**src/rtl/input_cond_pkg.sv**
```systemverilog
// Shared definitions for the input conditioning stage.
// Contents:
//   rpt_state_e      - per-button auto-repeat FSM state encoding
//   DEF_*            - default timing constants for a 100 MHz board clock
//   max_int()        - helper used to size the repeat counter
package input_cond_pkg;

    typedef enum logic [1:0] {
        IDLE   = 2'd0,
        HOLD   = 2'd1,
        REPEAT = 2'd2
    } rpt_state_e;

    localparam int DEF_NBTN        = 5;
    localparam int DEF_NSW         = 16;
    localparam int DEF_TICK_DIV    = 100000;
    localparam int DEF_STABLE_CNT  = 20;
    localparam int DEF_REPEAT_DLY  = 500;
    localparam int DEF_REPEAT_RATE = 100;

    function automatic int max_int(input int a, input int b);
        return (a > b) ? a : b;
    endfunction

endpackage

```
**src/rtl/input_cond_debounce_cell.sv**
```systemverilog
// debounce_cell: debounce counter, level register and edge pulses for one
// already-synchronised channel.
// Ports:
//   clk    - board clock
//   reset  - synchronous, active-high reset
//   tick   - shared debounce tick strobe
//   sync   - synchronised raw input
//   level  - debounced level (registered)
//   rise   - one-cycle pulse, first cycle the level reads 1 after a 0->1 flip
//   fall   - one-cycle pulse, first cycle the level reads 0 after a 1->0 flip
module debounce_cell #(
    parameter int STABLE_CNT = 20
) (
    input  logic clk,
    input  logic reset,
    input  logic tick,
    input  logic sync,
    output logic level,
    output logic rise,
    output logic fall
);

    // Counter saturates at STABLE_CNT-1 before the level flips, so this width
    // can never wrap.
    localparam int CW = $clog2(STABLE_CNT + 1);

    logic [CW-1:0] cnt_r;
    logic [CW-1:0] cnt_next_s;
    logic          level_r;
    logic          rise_r;
    logic          fall_r;
    logic          flip_s;

    // Next-count and flip decision: agreement clears at once, disagreement
    // only advances on a tick, and the final qualifying tick flips the level.
    always_comb begin
        cnt_next_s = cnt_r;
        flip_s     = 1'b0;
        if (sync == level_r) begin
            cnt_next_s = {CW{1'b0}};
        end else if (tick) begin
            if (cnt_r == CW'(STABLE_CNT - 1)) begin
                flip_s     = 1'b1;
                cnt_next_s = {CW{1'b0}};
            end else begin
                cnt_next_s = cnt_r + CW'(1);
            end
        end else begin
            cnt_next_s = cnt_r;
        end
    end

    // Counter, level and edge pulse registers.
    always_ff @(posedge clk) begin
        if (reset) begin
            cnt_r   <= {CW{1'b0}};
            level_r <= 1'b0;
            rise_r  <= 1'b0;
            fall_r  <= 1'b0;
        end else begin
            cnt_r   <= cnt_next_s;
            level_r <= level_r ^ flip_s;
            rise_r  <= flip_s & ~level_r;
            fall_r  <= flip_s & level_r;
        end
    end

    assign level = level_r;
    assign rise  = rise_r;
    assign fall  = fall_r;

endmodule

```
**src/rtl/input_cond.sv**
```systemverilog
// input_cond: synchronises and debounces raw push-buttons and slide switches
// on the free-running board clock and produces clean levels plus one-cycle
// press/release/change pulses.
// Optional feature macro: INPUT_COND_REPEAT_EN adds a per-button auto-repeat
// FSM that re-issues btn_press while a button stays held.
// Ports:
//   clk          - board clock
//   reset        - synchronous, active-high reset
//   btn_in       - raw asynchronous buttons   [NBTN]
//   sw_in        - raw asynchronous switches  [NSW]
//   btn_level    - debounced button levels
//   btn_press    - one-cycle pulse on debounced 0->1 (and auto-repeat)
//   btn_release  - one-cycle pulse on debounced 1->0
//   sw_level     - debounced switch levels
//   sw_changed   - one-cycle pulse when any sw_level bit changes
//   tick         - one-cycle debounce tick strobe
module input_cond
    import input_cond_pkg::*;
#(
    parameter int NBTN        = DEF_NBTN,
    parameter int NSW         = DEF_NSW,
    parameter int TICK_DIV    = DEF_TICK_DIV,
    parameter int STABLE_CNT  = DEF_STABLE_CNT,
    parameter int REPEAT_DLY  = DEF_REPEAT_DLY,
    parameter int REPEAT_RATE = DEF_REPEAT_RATE
) (
    input  logic            clk,
    input  logic            reset,
    input  logic [NBTN-1:0] btn_in,
    input  logic [NSW-1:0]  sw_in,
    output logic [NBTN-1:0] btn_level,
    output logic [NBTN-1:0] btn_press,
    output logic [NBTN-1:0] btn_release,
    output logic [NSW-1:0]  sw_level,
    output logic            sw_changed,
    output logic            tick
);

    localparam int PW = $clog2(TICK_DIV);

    logic [NBTN-1:0] btn_meta_r;
    logic [NBTN-1:0] btn_sync_r;
    logic [NSW-1:0]  sw_meta_r;
    logic [NSW-1:0]  sw_sync_r;

    logic [PW-1:0]   presc_r;
    logic [PW-1:0]   presc_next_s;
    logic            tick_r;

    logic [NBTN-1:0] btn_level_s;
    logic [NBTN-1:0] btn_rise_s;
    logic [NBTN-1:0] btn_fall_s;
    logic [NSW-1:0]  sw_level_s;
    logic [NSW-1:0]  sw_rise_s;
    logic [NSW-1:0]  sw_fall_s;

    // Two-stage synchronisers for every raw input bit.
    always_ff @(posedge clk) begin
        if (reset) begin
            btn_meta_r <= {NBTN{1'b0}};
            btn_sync_r <= {NBTN{1'b0}};
            sw_meta_r  <= {NSW{1'b0}};
            sw_sync_r  <= {NSW{1'b0}};
        end else begin
            btn_meta_r <= btn_in;
            btn_sync_r <= btn_meta_r;
            sw_meta_r  <= sw_in;
            sw_sync_r  <= sw_meta_r;
        end
    end

    // Prescaler next value: count 0..TICK_DIV-1 and wrap.
    always_comb begin
        if (presc_r == PW'(TICK_DIV - 1)) begin
            presc_next_s = {PW{1'b0}};
        end else begin
            presc_next_s = presc_r + PW'(1);
        end
    end

    // Prescaler and tick register; tick is pre-decoded from the next count so
    // it is high exactly in the cycle the count holds TICK_DIV-1.
    always_ff @(posedge clk) begin
        if (reset) begin
            presc_r <= {PW{1'b0}};
            tick_r  <= 1'b0;
        end else begin
            presc_r <= presc_next_s;
            tick_r  <= (presc_next_s == PW'(TICK_DIV - 1));
        end
    end

    genvar g;
    generate
        for (g = 0; g < NBTN; g++) begin : g_btn
            debounce_cell #(
                .STABLE_CNT (STABLE_CNT)
            ) u_cell (
                .clk   (clk),
                .reset (reset),
                .tick  (tick_r),
                .sync  (btn_sync_r[g]),
                .level (btn_level_s[g]),
                .rise  (btn_rise_s[g]),
                .fall  (btn_fall_s[g])
            );
        end
        for (g = 0; g < NSW; g++) begin : g_sw
            debounce_cell #(
                .STABLE_CNT (STABLE_CNT)
            ) u_cell (
                .clk   (clk),
                .reset (reset),
                .tick  (tick_r),
                .sync  (sw_sync_r[g]),
                .level (sw_level_s[g]),
                .rise  (sw_rise_s[g]),
                .fall  (sw_fall_s[g])
            );
        end
    endgenerate

`ifdef INPUT_COND_REPEAT_EN
    localparam int RPT_MAX = max_int(REPEAT_DLY, REPEAT_RATE);
    localparam int RW      = $clog2(RPT_MAX + 1);

    rpt_state_e      rpt_state_r [NBTN];
    logic [RW-1:0]   rpt_cnt_r   [NBTN];
    logic [NBTN-1:0] rpt_pulse_r;

    // Per-button auto-repeat FSMs: arm on the debounced press, count ticks
    // down, fire and reload on expiry, and drop back to IDLE once the
    // debounced level reads low.
    always_ff @(posedge clk) begin
        if (reset) begin
            for (int i = 0; i < NBTN; i++) begin
                rpt_state_r[i] <= IDLE;
                rpt_cnt_r[i]   <= {RW{1'b0}};
            end
            rpt_pulse_r <= {NBTN{1'b0}};
        end else begin
            for (int i = 0; i < NBTN; i++) begin
                rpt_pulse_r[i] <= 1'b0;
                case (rpt_state_r[i])
                    IDLE: begin
                        if (btn_rise_s[i]) begin
                            rpt_state_r[i] <= HOLD;
                            rpt_cnt_r[i]   <= RW'(REPEAT_DLY);
                        end else begin
                            rpt_state_r[i] <= IDLE;
                        end
                    end
                    HOLD, REPEAT: begin
                        if (!btn_level_s[i]) begin
                            rpt_state_r[i] <= IDLE;
                        end else if (tick_r) begin
                            if (rpt_cnt_r[i] <= RW'(1)) begin
                                rpt_pulse_r[i] <= 1'b1;
                                rpt_state_r[i] <= REPEAT;
                                rpt_cnt_r[i]   <= RW'(REPEAT_RATE);
                            end else begin
                                rpt_cnt_r[i]   <= rpt_cnt_r[i] - RW'(1);
                            end
                        end else begin
                            rpt_cnt_r[i]   <= rpt_cnt_r[i];
                        end
                    end
                    default: begin
                        rpt_state_r[i] <= IDLE;
                        rpt_cnt_r[i]   <= {RW{1'b0}};
                    end
                endcase
            end
        end
    end

    // Masking with the level drops a repeat that expires on the same tick the
    // debounced level falls, since both registers update on that edge.
    assign btn_press = btn_rise_s | (rpt_pulse_r & btn_level_s);
`else
    assign btn_press = btn_rise_s;
`endif

    assign btn_level   = btn_level_s;
    assign btn_release = btn_fall_s;
    assign sw_level    = sw_level_s;
    assign sw_changed  = |(sw_rise_s | sw_fall_s);
    assign tick        = tick_r;

endmodule

```
**config.mk**
```make
export PLATFORM = sky130hd
export DESIGN_NAME = input_cond
export DESIGN_NICKNAME = d
export VERILOG_FILES = /design/src/rtl/input_cond_pkg.sv /design/src/rtl/input_cond_debounce_cell.sv /design/src/rtl/input_cond.sv
export SDC_FILE = /design/constraint.sdc
export NUM_CORES = 1
export LEC_CHECK = 0
export CAP_MARGIN = 20
export CORE_MARGIN = 8
export CORE_UTILIZATION = 38
export DETAILED_ROUTE_END_ITERATION = 6
export SYNTH_ARGS = -nofsm -noshare
export SYNTH_HDL_FRONTEND = slang
export SYNTH_SLANG_ARGS = --single-unit
```
**constraint.sdc**
```tcl
create_clock -name clk -period 4.18 [get_ports clk]
set_input_delay 0.627 -clock clk [delete_from_list [all_inputs] [get_ports clk]]
set_output_delay 0.627 -clock clk [all_outputs]
set_load 0.01 [all_outputs]
```
After elaboration in Yosys (flattened, before gate mapping) --
Cells that the tools add are included.
Storage, ports and cells: bits in registers 228, input port bits 23, output and inout port bits 33, logic and storage cells 348
Cells by class: add/sub/neg operators 22, equal/unequal tests 44, multiplexer cells 85, bitwise gates (word level) 85, reductions and logical operators 22
Operator list (number):
- adder 5 x 1 -> 5 bit, second input constant | 21
- equality test 5 bit, second input constant | 21
- 2-to-1 mux 5 bit | 21
- 2-to-1 mux 1 bit | 63
- bitwise AND 1 bit | 42
- OR reduction 2 bit | 21
- equality test 17 bit, second input constant | 2
- equality test 1 bit | 21
- inverter 1 bit | 21
- XOR 1 bit | 21
- adder 17 x 1 -> 17 bit, second input constant | 1
- 2-to-1 mux 17 bit | 1
- OR 16 bit | 1
- OR reduction 16 bit | 1

Longest topological paths before layout --
word-level depth 5, gate-level depth with buffers 6

Modules after synthesis --
From an unflattened synthesis, not the netlist that was laid out.
Unflattened totals: cells, all modules 898, area total of the unflattened synthesis 9663.0 um2
Modules (own cells, without submodules):
- debounce_cell | times used 21, cells an instance 33, area each 360.3 um2
- input_cond | times used 1, cells an instance 205, area each 2095.8 um2

Worst setup path after synthesis --
OpenSTA, ideal clock, no wires.
path type register to register, start register presc_r[0], end register tick_r, in the netlist tick, data arrival time 1.982 ns, data required time 4.077 ns, setup slack 2.095 ns, cell stages (with the launch flop) 7, period minus slack after synthesis 2.085 ns, cells stage by stage dfxtp_1 > ha_1 > nand4_2 > or3_1 > a211o_1 > a2111o_1 > a2111oi_2
Between the ends: longest elaborated chain between the ends 3, elaborated cells between the ends (all ways) 4, classes of those cells 1 x add/sub; 2 x eq/ne; 1 x mux
Ends and longest elaborated chain:
- from (decl) | line input_cond.sv:46 | logic [PW-1:0] presc_r;
- from (signal assigned) | line input_cond.sv:85 | presc_r <= {PW{1'b0}};
- from (signal assigned) | line input_cond.sv:88 | presc_r <= presc_next_s;
- adder 17 x 1 -> 17 bit / equality test 17 bit (equally long branches) | line input_cond.sv:77, input_cond.sv:74
- 2-to-1 mux 17 bit (*) | line input_cond.sv:74 | if (presc_r == PW'(TICK_DIV - 1)) begin
- equality test 17 bit (*) | line input_cond.sv:89 | tick_r <= (presc_next_s == PW'(TICK_DIV - 1));
- to (signal assigned) | line input_cond.sv:89
- to (decl) | line input_cond.sv:48 | logic tick_r;
Every way passes the cells marked *; elsewhere a longest branch is shown, timed or not. A chain may end at the register's enable or synchronous reset.

Worst setup path after layout --
start register g_sw[8].u_cell.rise_r, end output port sw_changed
Between the ends: longest elaborated chain between the ends 2
Ends and longest elaborated chain:
- from (decl) | line input_cond_debounce_cell.sv:30 | logic rise_r;
- from (signal assigned) | line input_cond_debounce_cell.sv:63 | rise_r <= flip_s & ~level_r;
- OR 16 bit | line input_cond.sv:187 | assign sw_changed = |(sw_rise_s | sw_fall_s);
- OR reduction 16 bit | line input_cond.sv:187
- to (decl) | line input_cond.sv:35 | output logic sw_changed,
Every way passes these cells.

==> flow_summary.yaml <==
layout:
  layout_commonest_cell: "dfxtp_1"
  final_cell_mix: "227 x dfxtp_1, 134 x nor2_1, 72 x nor2b_1"
  nets: 1030
  drive_gt1_share_pct: 6.59
  antenna_cells: 0
  layout.cells.non_filler: 1326
  areaGrowthSynthToFinish_pct: 16.1
power_and_ir_drop:
  power_leakage_uw: 0.00374
  power_density_nw_per_um2: 413
  ir_drop_v: 0.000251
setup_path:
  cp_slowest_stage_delay_ns: 0.48
  crit_path_top_delay_cell: "clkdlybuf4s50_1"
  critical_path_class: "reg -> out"
  cp.arrival_ns: 2.12
  rr_startpoint: "presc_r[0]"
  cp_cell_sequence: "nor4_1 -> nand4_1 -> or2_2 -> clkdlybuf4s50_1"
  worstPathMaxFanout: 1
  start_kind: "flip-flop"
  critPathLaunch: "g_sw[8].u_cell.rise"
  critPathRequiredTime_ns: 3.55
  cp-end-kind: "output pin"
synth:
  yosysTopAreaCell: "dfxtp_1"
  synth-seq-cells: 228
  synth_area_um2: 9240
  syn_inst: 955
  ys_seq_area_share_pct: 49.4
  synth_top_area_share_pct: 49.4
  syn-num-nets: 1000
  ys_types: 40
  synth_warnings: 0
  avgSynthCellArea_um2: 9.68
  synth.area.top_cells: "dfxtp_1 49%, xor2_1 6.4%, nor2_1 5.4%"
  synthFlopType: "dfxtp_1"
  async_flop_share_pct: 0
  synth_edf_count: 0
place:
  gp_congestion: 0.760
  hpwlAfterDp_mm: 10.8
  dp_cells: 1282
  port_buffers: 55
cts:
  clock-sinks: 228
  cts_htree_levels: 1
  cts_tree: "yes"
  cts-resized-gates: 0
  cts_setup_buffers: 0
  clockBufferDepth: 3
  cts_hold_buf: 0
  clk_latency_ns: 0.51
  cts_made_buffers: 25
  path_clk_slew_ns: 0.06
  root_buffer: "clkbuf_16"
sta:
  fmax_ghz: 0.364
  finalCritPeriodShare_pct: 65.7
  fin_tns_setup_ns: 0
  finClkSkew_ns: 0.00688
  final_max_slew_viol_count: 0
  period_minus_slack_ns: 2.74
  hold_violations: 0
  tightestPinTransition_ns: 0.618
  relSlewSlack_pct: 58.4
  setup_viol: 0
  rsz0062_at_grt: "no"
floorplanning:
  die_h_um: 172
  coreArea_um2: 24100
  ioPinCount: 56
  start_util_pct: 38.3
  die_w_um: 172
  rows: 57
  die-area_um2: 29600
global_routing:
  grt_max_degree: 66
  grt_use_total_pct: 11.0
  grt_pass1_wl_mm: 27.7
  antenna_found_initial: 0
  grt_pass1_vias: 5927
  overflow: 0
drt:
  drt_wl_total_mm: 16.1
  vias: 6168
  drc: 0
  ant_nets: 0
  detail_route.first_pass.iterations: 4
  wire_per_inst_um: 12.1
  vias_per_cell: 4.65
  drtIter0Drc: 280
worst_hold_path:
  hold_class: "reg -> reg"
  min_from: "btn_meta_r[1]"
run:
  drv_cap: 0
status:
  status: "finished, final reports clean"
[state kept, by name, summed over array words and instances (netlist names), named ones only]
signal	cells
g_sw.u_cell.cnt_r	80
g_btn.u_cell.cnt_r	25
presc_r	17
g_sw.u_cell.fall	16
g_sw.u_cell.rise	16
sw_meta_r	16
sw_sync_r	16
btn_meta_r	5
btn_sync_r	5
g_btn.u_cell.fall	5
g_btn.u_cell.rise	5
tick	1
[cells in the mapped netlist (2+ instances only)]
master,n
nor2b_1,72
nor4bb_1,14
nand4_2,2
clkbuf_1,21
nand3_1,18
ha_1,22
or2_2,15
xor2_1,68
nand2_1,34
nand2b_1,33
dfxtp_1,228
buf_4,31
o21ai_0,32
nor4_1,11
inv_1,4
a21oi_1,20
mux2i_1,36
nor3_1,17
or3_1,2
nand4_1,37
nor3b_1,45
buf_2,4
a21boi_0,7
xnor2_1,31
and3_1,2
nor2_1,134
or4_1,2
[through the flow]
step	instance area [µm²]	total power, µW	hold WS, ns	utilization, %	worst slack [ns]
finish	10700	4430	0.432	44.5	1.44
CTS	10700	4500	0.438	44.5	1.37
global route	10700	4600	0.450	44.5	1.25
floorplan	9240	2300	0.414	-	2.09
detailed placement	9920	2340	0.424	41.1	1.92
global placement	9920	2340	0.416	41.1	1.90
[critical path, delay by kind of cell (launching register included)]
family,cells,cell delay [ns]
buf+inv,1,0.48
flops,1,0.29
simple gates,3,0.84
[per-layer routing]
metal	GRT usage, %	routed length (µm)
met5	0	0
met4	3.71	422
met3	2.40	623
met2	17.7	7000
met1	14.5	8010
[worst paths after layout]
path	end	slack [ns]	depth (start not counted)
min reg2reg	btn_sync_r[1]	0.43	1
min	btn_sync_r[1]	0.43	1
max reg2reg	tick	1.90	6
max	sw_changed	1.44	4
[where the power goes]
group          switching (µW)  internal (µW)  total, µW
registers                11.3           2190       2210
logic                    40.6           42.1       82.7
clock network             843           1300       2140
total                     895           3530       4430
[kinds of logic after synthesis]
family / after synthesis / share of synthesized area (%)
compound gates: 67 / 4.21
flops: 228 / 49.4
xor+xnor: 99 / 9.38
fa+ha+maj: 22 / 2.98
mux: 36 / 3.90
simple gates: 442 / 26.4
buf+inv: 61 / 3.79
[area by class of cell]
type | instances | area (µm²)
Tap cell | 324 | 405
Fill cell | 2357 | 13400
Clock buffer | 37 | 751
Sequential cell | 228 | 4570
Inverter | 4 | 15.0
Clock inverter | 7 | 66.3
Timing Repair Buffer | 60 | 598
Multi-Input combinational cell | 666 | 4330
Note: power is estimated with default switching activity, not from simulation.
